<file path="config.mk">
export PLATFORM = sky130hd
export DESIGN_NAME = tex_mem_arbiter
export DESIGN_NICKNAME = d
export VERILOG_FILES = /design/src/rtl/tex_mem_arbiter.sv
export SDC_FILE = /design/constraint.sdc
export NUM_CORES = 1
export LEC_CHECK = 0
export ABC_AREA = 1
export CAP_MARGIN = 20
export CORE_AREA = 2 2 128 130
export DETAILED_ROUTE_END_ITERATION = 6
export DIE_AREA = 0 0 130 132
export PLACE_DENSITY = 0.73
export SETUP_SLACK_MARGIN = 0.15
export SYNTH_ARGS = -nofsm -noshare
export SYNTH_HDL_FRONTEND = slang
export SYNTH_SLANG_ARGS = --single-unit
</file>
<file path="constraint.sdc">
create_clock -name clk -period 3.4 [get_ports clk]
set_clock_uncertainty 0.15 [all_clocks]
set_input_delay 0.51 -clock clk [delete_from_list [all_inputs] [get_ports clk]]
set_output_delay 0.51 -clock clk [all_outputs]
set_load 0.05 [all_outputs]
</file>
<file path="src/rtl/tex_mem_arbiter.sv">
// tex_mem_arbiter: round-robin, burst-locked share of one burst-read memory port.
// Optional idle-beat watchdog enabled by defining TEX_ARB_TIMEOUT_EN.
module tex_mem_arbiter #(
  parameter int NUM_REQ        = 4,
  parameter int ADDR_WIDTH     = 32,
  parameter int DATA_WIDTH     = 32,
  parameter int LEN_WIDTH      = 16,
  parameter int TIMEOUT_CYCLES = 1024
) (
  input  logic                            clk,
  input  logic                            rst_n,
  input  logic [NUM_REQ-1:0]              req_valid,
  input  logic [NUM_REQ*ADDR_WIDTH-1:0]   req_addr,
  input  logic [NUM_REQ*LEN_WIDTH-1:0]    req_len,
  output logic [NUM_REQ-1:0]              req_ready,
  output logic [DATA_WIDTH-1:0]           rsp_data,
  output logic [NUM_REQ-1:0]              rsp_valid,
  output logic                            rsp_last,
  input  logic [NUM_REQ-1:0]              rsp_ready,
  output logic                            mem_req,
  output logic [ADDR_WIDTH-1:0]           mem_addr,
  output logic [LEN_WIDTH-1:0]            mem_len,
  input  logic                            mem_req_ready,
  input  logic [DATA_WIDTH-1:0]           mem_rdata,
  input  logic                            mem_rvalid,
  input  logic                            mem_rlast,
  output logic                            mem_rready,
  output logic                            timeout_err
);

  localparam int PTR_W = $clog2(NUM_REQ);
  localparam logic [PTR_W-1:0] LAST_IDX = PTR_W'(NUM_REQ - 1);

  typedef enum logic [1:0] {
    IDLE,
    CMD,
    DATA
  } state_t;

  state_t                 state;
  logic [PTR_W-1:0]       rr_ptr;
  logic [PTR_W-1:0]       grant;
  logic [ADDR_WIDTH-1:0]  addr_q;
  logic [LEN_WIDTH-1:0]   len_q;

  logic                   win_found;
  logic [PTR_W-1:0]       win_idx;
  logic [ADDR_WIDTH-1:0]  win_addr;
  logic [LEN_WIDTH-1:0]   win_len;
  logic                   in_data;
  logic                   beat_xfer;
  logic                   tmo_hit;

  // First requester at or above rr_ptr, wrapping.
  always_comb begin
    logic [PTR_W:0]   sum;
    logic [PTR_W-1:0] cand;
    win_found = 1'b0;
    win_idx   = '0;
    sum       = '0;
    cand      = '0;
    for (int k = 0; k < NUM_REQ; k++) begin
      sum = {1'b0, rr_ptr} + (PTR_W+1)'(k);
      if (sum >= (PTR_W+1)'(NUM_REQ))
        sum = sum - (PTR_W+1)'(NUM_REQ);
      cand = sum[PTR_W-1:0];
      if (!win_found && req_valid[cand]) begin
        win_found = 1'b1;
        win_idx   = cand;
      end
    end
  end

  always_comb begin
    win_addr = '0;
    win_len  = '0;
    for (int i = 0; i < NUM_REQ; i++) begin
      if (win_idx == PTR_W'(i)) begin
        win_addr = req_addr[i*ADDR_WIDTH +: ADDR_WIDTH];
        win_len  = req_len[i*LEN_WIDTH +: LEN_WIDTH];
      end
    end
  end

  assign in_data   = (state == DATA);
  assign beat_xfer = in_data && mem_rvalid && mem_rready;

  always_ff @(posedge clk or negedge rst_n) begin
    if (!rst_n) begin
      state  <= IDLE;
      rr_ptr <= '0;
      grant  <= '0;
      addr_q <= '0;
      len_q  <= '0;
    end else begin
      unique case (state)
        IDLE: begin
          if (win_found) begin
            grant  <= win_idx;
            addr_q <= win_addr;
            len_q  <= win_len;
            rr_ptr <= (win_idx == LAST_IDX) ? '0 : win_idx + 1'b1;
            // Zero-length requests are consumed without a memory command.
            if (win_len != '0)
              state <= CMD;
          end
        end
        CMD: begin
          if (mem_req_ready)
            state <= DATA;
        end
        DATA: begin
          if (beat_xfer && mem_rlast)
            state <= IDLE;
          else if (tmo_hit)
            state <= IDLE;
        end
        default: state <= IDLE;
      endcase
    end
  end

`ifdef TEX_ARB_TIMEOUT_EN
  localparam int TW = $clog2(TIMEOUT_CYCLES + 1);

  logic [TW-1:0] stall_cnt;
  logic          tmo_err_q;

  assign tmo_hit = in_data && !beat_xfer &&
                   (stall_cnt == TW'(TIMEOUT_CYCLES - 1));

  always_ff @(posedge clk or negedge rst_n) begin
    if (!rst_n) begin
      stall_cnt <= '0;
      tmo_err_q <= 1'b0;
    end else begin
      tmo_err_q <= tmo_hit;
      if (!in_data || beat_xfer || tmo_hit)
        stall_cnt <= '0;
      else
        stall_cnt <= stall_cnt + 1'b1;
    end
  end

  assign timeout_err = tmo_err_q;
`else
  assign tmo_hit     = 1'b0;
  assign timeout_err = 1'b0;
`endif

  always_comb begin
    req_ready = '0;
    rsp_valid = '0;
    for (int i = 0; i < NUM_REQ; i++) begin
      req_ready[i] = rst_n && (state == IDLE) && win_found &&
                     (win_idx == PTR_W'(i));
      rsp_valid[i] = in_data && mem_rvalid && (grant == PTR_W'(i));
    end
  end

  assign rsp_data   = in_data ? mem_rdata : '0;
  assign rsp_last   = in_data && mem_rvalid && mem_rlast;
  assign mem_rready = in_data && rsp_ready[grant];
  assign mem_req    = (state == CMD);
  assign mem_addr   = addr_q;
  assign mem_len    = len_q;

endmodule

</file>
### Word-level counts from Yosys, hierarchy flattened

Cells that the tools add are included.
W data, S select, Z words.

| word-level totals | value |
|---|---|
| input bits | 237 |
| register bits after elaboration | 54 |
| output and inout port bits | 92 |

| cells by class | value |
|---|---|
| $lt $le $gt $ge | 9 |
| mux-type cells | 37 |
| reduce and logical (&&, ||, !) cells | 27 |
| add/subtract/negate cells | 8 |
| equal/unequal tests | 12 |

Operators by type and width:

| kind | count |
|---|---|
| $mux W32 | 5 |
| $mux W16 | 4 |
| $mux W2 | 13 |
| $logic_and A1 B1 Y1 | 18 |
| $reduce_bool A16 Y1 | 1 |
| $lt A2 B3 Y1 const B | 5 |
| $bmux W1 S2 | 5 |
| $eq A2 B2 Y1 const B | 5 |
| $ge A3 B3 Y1 const B | 3 |
| $mux W1 | 9 |
| $sub A2 B1 Y2 const B | 4 |
| $add A2 B2 Y3 const B | 2 |
| $eq A2 B1 Y1 const B | 3 |
| $logic_not A2 Y1 | 3 |
| $pmux W2 S3 | 1 |
| $ne A2 B1 Y1 const B | 2 |
| $ne A2 B2 Y1 const B | 2 |
| $reduce_and A4 Y1 | 1 |
| $add A2 B1 Y3 const B | 1 |
| $ge A2 B3 Y1 const B | 1 |
| $logic_not A1 Y1 | 3 |
| $add A2 B1 Y2 const B | 1 |
| $reduce_and A2 Y1 | 1 |

### Depth between registers and ports, before layout

Gate-level depths: netlist (run 1).

| depth | value |
|---|---|
| depth after elaboration | 23 |
| gate-level depth with buffers | 25 |
| depth with buffers taken out | 24 |

### Worst setup path after synthesis (run 1)

Ideal clock, no wire load.

| timing path | value |
|---|---|
| path kind | input to output |
| start | input req_valid[0] |
| end | output req_ready[3] |
| arrival | 2.898 ns |
| path slack | -0.158 ns |
| buffers on the path | 3 |
| stages | 14 |
| cell sequence | or2_1 nand3_2 nand2_2 nor2_4 nand3_1 nand3_1 nand2_1 inv_1 ha_1 clkbuf_1 clkbuf_1 clkbuf_1 inv_1 nor2_1 |

| between the ends | value |
|---|---|
| word-level cells in the longest chain between the ends | 14 |
| elaborated cells between the ends (all ways) | 25 |
| classes of those cells | 1 x eq/ne; 16 x mux; 8 x reduce/logical |

RTL lines:

| item | RTL line | text |
|---|---|---|
| from (decl) | 12 | `input logic [NUM_REQ-1:0] req_valid,` |
| $bmux W1 S2 | 67 | `if (!win_found && req_valid[cand]) begin` |
| $mux W1 (implied by the code) | 67 |  |
| $mux W1 | 67 |  |
| $logic_not A1 Y1 | 67 |  |
| $logic_and A1 B1 Y1 | 67 |  |
| $mux W1 | 67 |  |
| $logic_not A1 Y1 | 67 |  |
| $logic_and A1 B1 Y1 | 67 |  |
| $mux W1 | 67 |  |
| $logic_not A1 Y1 | 67 |  |
| $logic_and A1 B1 Y1 | 67 |  |
| $mux W2 * | 67 |  |
| net win_idx[1] | 47 | `logic [PTR_W-1:0] win_idx;` |
| $eq A2 B2 Y1 * | 156 | `(win_idx == PTR_W'(i));` |
| $logic_and A1 B1 Y1 * | 155 | `req_ready[i] = rst_n && (state == IDLE) && win_found &&` |
| to (decl) | 15 | `output logic [NUM_REQ-1:0] req_ready,` |

The timed path passes the listed nets; every way through them passes the cells marked *. The select of a mux whose other input is x is not followed.

### Final worst setup path (run 1)

| timing path | value |
|---|---|
| start | register rr_ptr[0] |
| end | output req_ready[3] |

| between the ends | value |
|---|---|
| word-level cells in the longest chain between the ends | 16 |
| elaborated cells between the ends (all ways) | 40 |
| classes of those cells | 7 x add/sub; 4 x order compare; 1 x eq/ne; 20 x mux; 8 x reduce/logical |

RTL lines:

| item | RTL line | text |
|---|---|---|
| from (decl) | 41 | `logic [PTR_W-1:0] rr_ptr;` |
| from (signal assigned) | 102 | `rr_ptr <= (win_idx == LAST_IDX) ? '0 : win_idx + 1'b1;` |
| parallel branches: the longest is 13 deep, another holds $add A2 B1 Y3 | -- |  |
| $mux W2 * | 67 |  |
| net win_idx[1] | 47 |  |
| $eq A2 B2 Y1 * | 156 |  |
| $logic_and A1 B1 Y1 * | 155 |  |

Mark *: on every way through the listed nets, which the timed path passes. The select of a mux whose other input is x is not followed.

==> results by group, run 1 <==
Outcome
  • Status: completed

Clock network
  • CTS tree: yes
  • H-Tree Level Count: 2
  • Root Driver: clkbuf_16
  • Clock sink count: 54
  • CTS Buffer Depth: 2
  • CTS buffer count: 5
  • Clock-pin transition on the worst setup and hold timing paths: 0.08 ns
  • Hold buffer count at cts: 0
  • Clk_lat worst skew: 0.30 ns

Drt
  • 1st-pass router iterations: 5
  • Wire per inst: 15.0 um
  • # DRC: 0
  • Vias/cell: 4.58
  • WL final: 19,800 um
  • Antenna-violating nets left: 0
  • Via Count: 6,026
  • Drt initial violations: 285

Timing
  • Final Max Tran Viols: 0
  • WHS: 0.223 ns
  • RSZ-0062 raised after global routing: no
  • Worst-margin pin slew: 0.735 ns
  • Setup TNS Final: 0 ns
  • Final Hold Fails: 0
  • Fmax: 310 MHz
  • Final Cycle Share: 0.950
  • Slew headroom: 0.510
  • Tmin final: 3.23 ns
  • Setup violators final: 0
  • Setup ws final: 0.170 ns

Logic synthesis
  • Post-Syn Instances: 747
  • Post-Syn Area per Cell: 5.76 um2
  • Synth Net Count: 988
  • Ys Warns: 0
  • Synth unique cells: 27
  • Sequential-to-total area share from yosys stat: 0.314
  • #FFs+latches synth: 54
  • Post-Syn Area: 0.00430 mm2

Worst hold path
  • Worst Hold Class: primary input to async pin

Worst setup path
  • Setup CP Type: flop to output pin
  • Worst-path fanout max: 7
  • CP arrival: 2.57 ns
  • Worst Path Required: 2.74 ns
  • R2R depth: 23
  • Crit end category: output pin
  • Critical Path Source Type: flop

Global routing
  • Initial antenna violation count: 0
  • Grt ovf: 0
  • Vias in the first global route: 5,697
  • GRT Total Usage: 0.220
  • Largest net degree at the start of global routing: 55
  • First-pass GRT wire length: 29,400 um

Layout
  • Antenna fix cells: 0
  • Commonest non-fill, non-tap cell in the layout: nand2_1
  • Fraction of layout cells with a size suffix above 1: 0.112
  • Post-Route Utilization: 0.543
  • Total Nets Final: 1,339
  • Layout area overhead: 98.3%
  • Most frequent cells in the layout: nand2_1, clkdlybuf4s50_1, nor2_1

Die
  • Die X: 130 um
  • Chip height: 132 um
  • I/O Pins: 329
  • Initial Util: 0.274
  • Site Rows: 46
  • Total die area: 0.0172 mm2
  • CORE AREA: 0.0157 mm2

Run
  • Max_cap viols: 0

Place
  • Dpl ws: -0.0670 ns
  • GP Congestion: 0.924
  • DP Wirelength: 15,100 um
  • Port buffer count: 327
## routing by layer
layer | track usage | part of all wire | routed length, um | vias to the layer above
met1 | 0.263 | 0.39 | 7760 | 2686
met2 | 0.385 | 0.50 | 9790 | 300
met4 | 0.0705 | 0.026 | 521 | 0
li1 | - | - | - | 3003
met5 | 0 | 0 | 0 | -
met3 | 0.0503 | 0.085 | 1690 | 37
## critical path, stage by stage (launching register included)
cell and delay [ns]:
dfrtp_2 0.46, inv_2 0.10, nand2_1 0.07, nand2_2 0.12
inv_1 0.06, nand2_1 0.09, nand2_2 0.08, nor2_4 0.16
nand4_1 0.21, nand2_2 0.17, inv_2 0.08, buf_6 0.12
ha_4 0.17, buf_12 0.13, inv_2 0.06, nor2_4 0.04
buf_12 0.16
## area by class of cell
class                   count  area [um2]
repair buffers            389        3890
clock inverters             1        8.76
inverters                  55         213
multi-input cells         593        2640
fillers                  1509        7180
clock buffers               7         153
well taps                 216         270
flip-flops and latches     54        1350
## registers in the layout, indices dropped and copies added, names as in the netlist
name / flops
rr_ptr: 2
state: 2
mem_len: 16
grant: 2
mem_addr: 32
## cells in the mapped netlist
| library cell | n | area (um2) |
|---|---|---|
| buf_2 | 2 | 10.0 |
| buf_1 | 2 | 7.51 |
| nand2_2 | 1 | 6.26 |
| dfrtp_1 | 54 | 1350 |
| ha_1 | 4 | 50.1 |
| nor2_2 | 1 | 6.26 |
| nand3_2 | 2 | 20.0 |
| nand4_1 | 1 | 6.26 |
| o21ai_1 | 17 | 85.1 |
| or2_1 | 1 | 6.26 |
| o21a_1 | 1 | 7.51 |
| a31oi_1 | 1 | 6.26 |
| clkbuf_1 | 25 | 93.8 |
| a21oi_1 | 49 | 245 |
| nor2_4 | 1 | 11.3 |
| conb_1 | 1 | 3.75 |
| nand2_1 | 359 | 1350 |
| buf_4 | 7 | 52.6 |
| o21ai_0 | 53 | 265 |
| nor2_1 | 81 | 304 |
| nand2_4 | 1 | 11.3 |
| inv_2 | 2 | 7.51 |
| buf_6 | 9 | 101 |
| inv_4 | 1 | 6.26 |
| inv_1 | 52 | 195 |
| nand3_1 | 15 | 75.1 |
| nor3_1 | 4 | 20.0 |
## repair_timing
| action | in CTS | in global routing |
|---|---|---|
| buffers inserted | 2 | 18 |
| endpoints found under the hold margin | 0 | 0 |
| pin swaps | 1 | 22 |
| endpoints found under the setup margin | 3 | 22 |
| gates resized for setup | 12 | 41 |
| gates cloned | 0 | 0 |
## cell families after synthesis
logic type / synth area share
AND/OR/NAND/NOR: 0.422
AO/OA/AOI/OAI: 0.142
buffers and inverters: 0.110
flip-flops: 0.314
adder cells (fa/ha/maj): 0.0116
other: 0.000872
## per-stage QoR
step,instance area (um2),cells
global route,8530,1315
global placement,8050,1287
detailed placement,8050,1287
CTS,8270,1297
floorplan,4310,747
finish,8530,1315
## path summary, 6_finish.rpt
path                                               start                        to  slack [ns]
worst max-delay path               rr_ptr[0]$_DFFE_PN0P_              req_ready[3]        0.17
worst min-delay path                               rst_n    mem_len[5]$_DFFE_PN0P_        0.22
worst max register to register     rr_ptr[0]$_DFFE_PN0P_      state[0]$_DFFE_PN0P_        0.24
worst min register to register  mem_addr[16]$_DFFE_PN0P_  mem_addr[16]$_DFFE_PN0P_        0.33
max in group asynchronous                          rst_n     rr_ptr[0]$_DFFE_PN0P_        2.36
min in group clk                mem_addr[16]$_DFFE_PN0P_  mem_addr[16]$_DFFE_PN0P_        0.33
Power of run 1 is not shown: default switching activity piles up to over one toggle a cycle in this logic, so the estimate is an artifact.
==> inputs of run 2 (changes only) <==
Settings changed: SKIP_CTS_REPAIR_TIMING from default to 1.
==> results by group, run 2 (synthesis results as in run 1) <==
Outcome
  • Status: completed

Clock network
  • CTS tree: yes
  • CTS buffer count: 5
  • H-Tree Level Count: 2
  • Clock-pin transition on the worst setup and hold timing paths: 0.08 ns
  • CTS Buffer Depth: 2
  • Clock sink count: 54
  • Clk_lat worst skew: 0.30 ns
  • Root Driver: clkbuf_16

Global routing
  • First-pass GRT wire length: 29,200 um
  • Vias in the first global route: 5,636
  • Largest net degree at the start of global routing: 55
  • Grt ovf: 0
  • Initial antenna violation count: 0
  • GRT Total Usage: 0.218

Drt
  • Drt initial violations: 274
  • Via Count: 5,919
  • # DRC: 0
  • 1st-pass router iterations: 5
  • Antenna-violating nets left: 0
  • Wire per inst: 14.8 um
  • WL final: 19,200 um
  • Vias/cell: 4.55

Place
  • Port buffer count: 327
  • DP Wirelength: 15,100 um
  • GP Congestion: 0.924

Timing
  • Fmax: 314 MHz
  • Worst-margin pin slew: 0.735 ns
  • Slew headroom: 0.510
  • Setup violators final: 0
  • Final Max Tran Viols: 0
  • Final Hold Fails: 0
  • Tmin final: 3.19 ns
  • Setup TNS Final: 0 ns
  • RSZ-0062 raised after global routing: yes
  • Final Cycle Share: 0.937

Power
  • Switching Share: 0.556
  • Comb pwr share: 0.850
  • Power Internal: 5.12 mW
  • Clock network power share: 0.049
  • VDD IR-drop max: 0.000636 V
  • Seq pwr share: 0.100
  • Pwr Density: 1370 mW/mm2
  • Sw Pwr: 6.41 mW
  • Lkg Pwr: 3.97 nW
  • Tot Pwr: 11.5 mW

Die
  • Die X: 130 um
  • Total die area: 0.0172 mm2
  • I/O Pins: 329
  • Site Rows: 46
  • Chip height: 132 um
  • CORE AREA: 0.0157 mm2
  • Initial Util: 0.274

Layout
  • Filler instances: 1,527
  • Layout area overhead: 95.0%
  • Max reg flops: 32
  • Fraction of layout cells with a size suffix above 1: 0.0921
  • Commonest non-fill, non-tap cell in the layout: nand2_1
  • Most frequent cells in the layout: nand2_1, clkdlybuf4s50_1, nor2_1
  • Antenna fix cells: 0
  • Total Nets Final: 1,326

Worst setup path
  • Setup CP Type: flop to output pin
  • Crit end category: output pin
  • Crit-path cells: buf_12, or2_4, nand3_2, nand2_2, nor2_4, nand4_1, nand2_4, inv_2, buf_4, ha_4, buf_12, inv_2, nor2_4, buf_12
  • Slowest stage delay, CP: 0.44 ns
  • Worst-path fanout max: 9
  • Worst Path Required: 2.74 ns
  • Critical Path Source Type: flop
  • Most used cell, CP: buf_12
  • Crit-path slowest cell: dfrtp_2
  • CP arrival: 2.53 ns
  • R2r setup slk: 0.39 ns

Worst hold path
  • Worst Hold Class: primary input to async pin

Run
  • Max_cap viols: 0
-- run 2: cell count changes in the layout (fill, tap and decap cells not counted), moves of 2 or more --
| cell | change |
|---|---|
| clkdlybuf4s50_1 | +2 |
| nand2_2 | -4 |
| inv_1 | +2 |
| nor2_1 | +2 |
| nand2_1 | +4 |
| buf_6 | -4 |
| inv_2 | -2 |
| nor2_2 | -2 |
| buf_4 | -10 |
| dlymetal6s2s_1 | -2 |
| nand3_4 | -2 |
-- run 2: final timing paths --
path	startpoint	end	depth (start not counted)
min	rst_n	mem_len[5]$_DFFE_PN0P_	2
max in group asynchronous	rst_n	rr_ptr[0]$_DFFE_PN0P_	2
min reg2reg	mem_addr[16]$_DFFE_PN0P_	mem_addr[16]$_DFFE_PN0P_	2
max reg2reg	rr_ptr[0]$_DFFE_PN0P_	state[0]$_DFFE_PN0P_	20
max	rr_ptr[0]$_DFFE_PN0P_	req_ready[3]	14
min in group clk	mem_addr[16]$_DFFE_PN0P_	mem_addr[16]$_DFFE_PN0P_	2
-- run 2: area by class of cell --
| type | count | area, um2 | share of cell area |
|---|---|---|---|
| Clock buffer | 7 | 153 | 0.0182 |
| Inverter | 55 | 215 | 0.0256 |
| Multi-Input combinational cell | 593 | 2610 | 0.311 |
| Timing Repair Buffer | 376 | 3780 | 0.451 |
| Sequential cell | 54 | 1350 | 0.161 |
| Tap cell | 216 | 270 | 0.0322 |
| Clock inverter | 1 | 8.76 | 0.00104 |
-- run 2: worst max-delay path: cells and delay by family, from the launching register on --
kind	cells	cell delay, ns
AND/OR/NAND/NOR	7	0.93
buffers and inverters	6	0.70
flip-flops	1	0.44
adder cells (fa/ha/maj)	1	0.17
-- run 2: metal layers --
layer,GRT usage,part of all wire,vias up
met4,0.0651,0.026,0
met1,0.263,0.41,2657
li1,-,-,2977
met2,0.382,0.49,251
met5,0,0,-
met3,0.0475,0.077,34
-- run 2: per-stage QoR --
| stage | util | hold slack [ns] | area, um2 | instances | setup WS, ns |
|---|---|---|---|---|---|
| 2_1_floorplan | - | 0.0644 | 4310 | 747 | 0.171 |
| 3_3_place_gp | 0.512 | 0.311 | 8050 | 1287 | -0.0332 |
| 3_5_place_dp | 0.512 | 0.314 | 8050 | 1287 | -0.0670 |
| 4_1_cts | 0.523 | 0.250 | 8210 | 1295 | -0.0155 |
| 5_1_grt | 0.534 | 0.293 | 8390 | 1302 | 0.118 |
| 6_report | 0.534 | 0.227 | 8390 | 1302 | 0.214 |
-- run 2: power by group through the flow --
stage | clock [mW] | sequential (mW) | combinational (mW)
3_3_place_gp | 0 | 1.16 | 9.36
5_1_grt | 0.617 | 1.19 | 10.8
3_5_place_dp | 0 | 1.17 | 9.48
6_report | 0.569 | 1.16 | 9.81
4_1_cts | 0.588 | 1.16 | 9.51
2_1_floorplan | 0 | 1.98 | 5.22
(Power assumes the default switching activity.)
==> inputs of run 3 (changes only) <==
Settings changed: CELL_PAD_IN_SITES_DETAIL_PLACEMENT from default to 0, CELL_PAD_IN_SITES_GLOBAL_PLACEMENT from default to 1, CORE_AREA 2 2 128 130 to default, CORE_ASPECT_RATIO from default to 0.75, CORE_MARGIN from default to 1.5, CORE_UTILIZATION from default to 21, DIE_AREA 0 0 130 132 to default, PLACE_DENSITY 0.73 to 0.87.
==> results by group, run 3 (synthesis results as in run 1) <==
Outcome
  • Status: completed

Layout
  • Antenna fix cells: 0
  • Filler instances: 2,172
  • Commonest non-fill, non-tap cell in the layout: nand2_1
  • Layout area overhead: 95.2%
  • Fraction of layout cells with a size suffix above 1: 0.0904
  • Total Nets Final: 1,324
  • Max reg flops: 32
  • Area occupied by multi-input gates: 0.00261 mm2
  • Most frequent cells in the layout: nand2_1, clkdlybuf4s50_1, nor2_1
  • Register area: 0.00135 mm2

Drt
  • Wire per inst: 14.5 um
  • 1st-pass router iterations: 5
  • Antenna-violating nets left: 0
  • Via Count: 5,799
  • WL final: 19,500 um
  • Vias/cell: 4.32
  • # DRC: 0
  • Highest routed layer: met4
  • Met1 wire length: 8680 um
  • Met3 WL post-DR: 1600 um
  • Drt initial violations: 240
  • Routed wl met2: 9110 um

Clock network
  • CTS tree: yes
  • Clock sink count: 54
  • H-Tree Level Count: 2
  • Clk_lat worst skew: 0.29 ns
  • CTS Buffer Depth: 2
  • CTS buffer count: 5
  • Root Driver: clkbuf_16
  • Clock-pin transition on the worst setup and hold timing paths: 0.07 ns

Die
  • Site Rows: 45
  • I/O Pins: 329
  • Die X: 168 um
  • CORE AREA: 0.0202 mm2
  • Initial Util: 0.213
  • Chip height: 127 um
  • Total die area: 0.0214 mm2

Global routing
  • Initial antenna violation count: 0
  • GRT Total Usage: 0.177
  • Largest net degree at the start of global routing: 55
  • First-pass GRT wire length: 29,700 um
  • Grt ovf: 0
  • Vias in the first global route: 5,484

Timing
  • Setup TNS Final: 0 ns
  • Final Cycle Share: 0.929
  • Slew headroom: 0.500
  • Final Max Tran Viols: 0
  • RSZ-0062 raised after global routing: yes
  • Tmin final: 3.16 ns
  • Fmax: 317 MHz
  • Worst-margin pin slew: 0.751 ns
  • Setup violators final: 0
  • Final Hold Fails: 0

Worst setup path
  • CP arrival: 2.50 ns
  • Crit end category: output pin
  • Critical Path Source Type: primary input
  • Worst Path Required: 2.74 ns
  • Worst-path fanout max: 5
  • Setup CP Type: primary input to output pin

Worst hold path
  • Worst Hold Class: primary input to async pin

Place
  • GP Congestion: 0.842
  • DP Wirelength: 15,200 um
  • Port buffer count: 327

Run
  • Max_cap viols: 0
run 3: cell count changes in the layout (fill, tap and decap cells not counted), moves of 2 or more:
cell,change
buf_12,-2
buf_4,+2
clkinv_2,+2
clkbuf_8,-2
run 3: area by class of cell:
type                            instances  share of cell area
Multi-Input combinational cell        593               0.311
Inverter                               55              0.0256
Clock buffer                            5              0.0149
Sequential cell                        54               0.161
Timing Repair Buffer                  374               0.445
Tap cell                              258              0.0384
Clock inverter                          3             0.00477
run 3: metal layers:
| metal | global-route usage | vias to the layer above |
|---|---|---|
| li1 | - | 2977 |
| met1 | 0.224 | 2601 |
| met2 | 0.299 | 212 |
| met3 | 0.0577 | 9 |
| met4 | 0.0273 | 0 |
| met5 | 0 | - |
run 3: path summary, 6_finish.rpt:
check	from	to	slack (ns)	cells after the start
min in group clk	mem_addr[13]$_DFFE_PN0P_	mem_addr[13]$_DFFE_PN0P_	0.33	2
max in group asynchronous	rst_n	rr_ptr[0]$_DFFE_PN0P_	2.28	2
worst max-delay path	req_valid[0]	req_ready[3]	0.24	13
worst min register to register	mem_addr[13]$_DFFE_PN0P_	mem_addr[13]$_DFFE_PN0P_	0.33	2
worst min-delay path	rst_n	mem_addr[4]$_DFFE_PN0P_	0.29	2
worst max register to register	rr_ptr[0]$_DFFE_PN0P_	state[0]$_DFFE_PN0P_	0.33	20
run 3: worst max-delay path, cell delays in order:
cell             delay, ns
clkdlybuf4s50_1       0.41
or2_1                 0.26
nand3_2               0.08
nand2_2               0.08
nor2_4                0.15
nand4_1               0.19
nand2_4               0.15
inv_2                 0.06
buf_4                 0.14
ha_4                  0.17
inv_1                 0.10
nor2_4                0.05
buf_12                0.15
run 3: through the flow:
stage | hold WS (ns) | cell area [um2] | std cells | worst slack [ns] | utilization
after floorplan | 0.0644 | 4310 | 747 | 0.171 | -
after global routing | 0.356 | 8400 | 1342 | 0.107 | 0.417
after CTS | 0.322 | 8200 | 1332 | -0.111 | 0.407
after global placement | 0.311 | 8040 | 1324 | -0.140 | 0.399
final | 0.292 | 8400 | 1342 | 0.241 | 0.417
after detailed placement | 0.314 | 8040 | 1324 | -0.194 | 0.399
Power of run 3 is left out for the same reason.
